## src/rtl/mult_adder_index_unit.sv

```systemverilog
// Shift-add multiplier helpers: 8-bit ripple adder, 4-bit index
// incrementer and the saturating iteration counter.

module mult_adder_index_inc (
   input  logic [3:0] i_val,
   output logic [3:0] o_val
);
   logic [4:0] w_c;

   assign w_c[0] = 1'b1;

   for (genvar i = 0; i < 4; i++) begin : g_ha
      assign o_val[i]  = i_val[i] ^ w_c[i];
      assign w_c[i+1]  = i_val[i] & w_c[i];
   end
endmodule

module mult_adder_index_unit (
   input  logic       clk,
   input  logic       res,
   input  logic [7:0] a,
   input  logic [7:0] b,
   input  logic       cin,
   output logic [8:0] sum,
   input  logic [3:0] index_in,
   output logic [3:0] next_index,
   input  logic       step,
   output logic [3:0] index,
   output logic       done
);
   logic [8:0] w_c;
   logic [3:0] w_index_inc;
   logic [3:0] r_index;

   assign w_c[0] = cin;

   for (genvar i = 0; i < 8; i++) begin : g_fa
      assign sum[i]   = a[i] ^ b[i] ^ w_c[i];
      assign w_c[i+1] = (a[i] & b[i]) | (w_c[i] & (a[i] ^ b[i]));
   end

   assign sum[8] = w_c[8];

   mult_adder_index_inc u_inc_ext (
      .i_val (index_in),
      .o_val (next_index)
   );

   mult_adder_index_inc u_inc_cnt (
      .i_val (r_index),
      .o_val (w_index_inc)
   );

   // Counter saturates at 8: done blocks further steps.
   always_ff @(posedge clk) begin
      if (res) begin
         r_index <= 4'd0;
      end else if (step && !r_index[3]) begin
         r_index <= w_index_inc;
      end
   end

   assign index = r_index;
   assign done  = r_index[3];
endmodule

```

## config.mk

```make
export PLATFORM = sky130hd
export DESIGN_NAME = mult_adder_index_unit
export DESIGN_NICKNAME = d
export VERILOG_FILES = /design/src/rtl/mult_adder_index_unit.sv
export SDC_FILE = /design/constraint.sdc
export NUM_CORES = 1
export LEC_CHECK = 0
export BUFFER_PORTS_ARGS = -buffer_cell sky130_fd_sc_hd__buf_2
export CAP_MARGIN = 20
export CORE_UTILIZATION = 31
export DETAILED_ROUTE_END_ITERATION = 8
export PLACE_DENSITY = 0.73
export SLEW_MARGIN = 10
export SYNTH_ARGS = -nofsm -noshare
export SYNTH_HDL_FRONTEND = slang
export SYNTH_SLANG_ARGS = --single-unit
```

## constraint.sdc

```tcl
create_clock -name clk -period 3.3 [get_ports clk]
set_input_delay 0.165 -clock clk [delete_from_list [all_inputs] [get_ports clk]]
set_output_delay 0.165 -clock clk [all_outputs]
set_load 0.01 [all_outputs]
```

==> impl_metrics.tcl <==
set metrics [dict create \
    syn_area_um2 440 \
    yosys.area_share.xor_xnor_pct 1.99 \
    violations "setup timing" \
    crit_arrival_ns 3.25 \
    async_reset_ff_share_pct 0 \
    dp_slack_ns -0.297 \
    cts_num_sinks 4 \
    synth_fp_nets 77 \
    rsz0062_at_grt "yes" \
    cts.path.max_buffers 2 \
    drv_cap 0 \
    fp.dieW_um 39.7 \
    synth_top_family_by_area "adder cells" \
    cp_slowest_stage_delay_ns 0.42 \
    drt_iter0_drc 0 \
    fin_ws_ns -0.112 \
    drt_first_pass_iters 1 \
    crit_required_ns 3.13 \
    die_h_um 39.7 \
    grt_overflow 0 \
    seq_area_frac_synth_pct 18.2 \
    numCtsBuffers 3 \
    ys.flop_type "dfxtp_1" \
    drive_above_1_share_pct 67.9 \
    stdcell_count 99 \
    synth-compound-area-share_pct 3.41 \
    synth-seq-cells 4 \
    postSynthAreaPerCell_um2 10.7 \
    io_buffers 41 \
    fin_nets 122 \
    dp.cells 96 \
    grt_pass1_wl_um 1300 \
    cts_setup_buffers 0 \
    viasPerCell 4.30 \
    synth_fa_ha_area_share_pct 47.7 \
    wl_per_cell_um 8.80 \
    synth_top_area_share_pct 36.4 \
    status "finished with violations" \
    vias 426 \
    synth.most_common_cell "inv_1" \
    ir_worst_vdd_uv 186 \
    path_class "in2out" \
    synth_edf_count 0 \
    wirelength_um 871 \
    rows 13 \
    leakagePower_uw 0.000401 \
    ys_warn_count 0 \
    clk_pin_slew_ns 0.04 \
    total_power_uw 209 \
    grt_max_degree 8 \
    diodes 0 \
    timing.reg2reg.setup_slack_ns 2.22 \
    pin_count 42 \
    yosys.area_share.simple_pct 14.2 \
    clkLatencyLatePin_ns 0.23 \
    finClkSkew_ns 0.00463 \
    largest_register_ffs 4 \
    initial_core_util_pct 33.4 \
    post-route-period-util_pct 103 \
    synth_mux_area_share_pct 3.41 \
    die-area_um2 1580 \
    grt_pass1_vias 408 \
    cp_common_cell "fa_2" \
    relSlewSlack_pct 84.9 \
    area_delta_synth_final_pct 61.1 \
    fmax_mhz 293 \
    final.min_clock_period_ns 3.41 \
    synth_top_area_cell "fa_1" \
    cp-start-kind "input pin" \
    setup_viol_count_final 1 \
    ys_top_cells_by_area "fa_1 36%, dfxtp_1 18%, ha_1 11%" \
    setup_tns_ns -0.112 \
    finalHoldViolations 0 \
    gp_congestion 0.646 \
    antenna_found_initial 0 \
    place_hpwl_um 813 \
    syn_inst 41 \
    ctsHtreeMaxLevel 1 \
    worstPathMaxFanout 1 \
    yosysUniqueCellTypes 15 \
    worst_slew_pin_slew_ns 0.227 \
    crit_chain "buf_6 -> fa_2 -> inv_2 -> fa_2 -> inv_2 -> fa_2 -> fa_2 -> fa_2 -> fa_2 -> fa_2 -> inv_2 -> fa_1 -> inv_2 -> buf_6" \
    powerDensity_nw_per_um2 295 \
    drc 0 \
    maxSlewViolCount 0 \
    clock_tree.root_cell "clkbuf_4" \
    grt_usage_pct 12.5 \
    synthTopCellsByCount "11 x inv_1, 8 x fa_1, 4 x dfxtp_1, 4 x ha_1" \
    core-area_um2 1320 \
    ant_nets 0 \
    cts_tree "yes" \
    cp_slowest_cell "fa_1" \
    hold_class "in2reg" \
    end_kind "output pin" \
]
[critical path: cells and delay by family]
kind	cells	cell delay [ns]
adders and majority gates	8	2.66
buffers and inverters	6	0.40
[final timing paths]
check / from / end / depth (start not counted)
worst max-delay path: a[0] / sum[7] / 14
worst min-delay path: res / index[3] / 2
worst max register to register: index[0] / index[2] / 4
worst min register to register: index[2] / index[2] / 2
[stage by stage]
step	hold slack [ns]	instance area, µm²	utilization [%]
detailed placement	0.408	664	50.4
global route	0.191	709	53.8
global placement	0.404	664	50.4
finish	0.172	709	53.8
CTS	0.167	692	52.5
floorplan	0.237	448	-
[cells in the final DEF (no fill, tap or decap)]
master	n
o21ai_1	1
ha_1	4
o21ai_0	1
a21oi_1	1
clkbuf_4	3
inv_1	7
xor2_1	1
buf_2	39
fa_1	1
nand2b_1	2
buf_6	2
nor2_1	2
dfxtp_1	4
nor2b_1	1
fa_2	7
nor2b_4	1
nand4bb_1	2
mux2_4	1
inv_2	4
[what timing repair did]
item	CTS	global route
setup endpoints to repair	2	2
endpoints found under the hold margin	0	0
hold buffers	0	0
pin swaps	1	0
resized for setup	3	6
[layer usage]
layer,track usage [%],part of all wire [%]
met5,0,0
met4,5.17,0
met3,3.41,10
met2,26.6,55
met1,9.90,35
[logic make-up after synthesis]
family                     Yosys count
adders and majority gates           12
AOI/OAI and AO/OA                    3
buffers and inverters               12
and+or+nand+nor                      8
DFF                                  4
xor gates and xnor gates             1
muxes                                1
[report_power, final]
part           switching (µW)  internal, µW  total, µW
sequential               2.18          51.1       53.3
clock                    16.7          40.4       57.1
combinational            48.1          50.8       99.0
[layout make-up]
class	instances	area, µm²
multi-input combinational	25	329
timing repair buffer	41	218
inverter	11	41.3
fill	129	608
clock buffer	3	22.5
sequential	4	80.1
tap	15	18.8
Note: power is estimated with default switching activity, not from simulation.
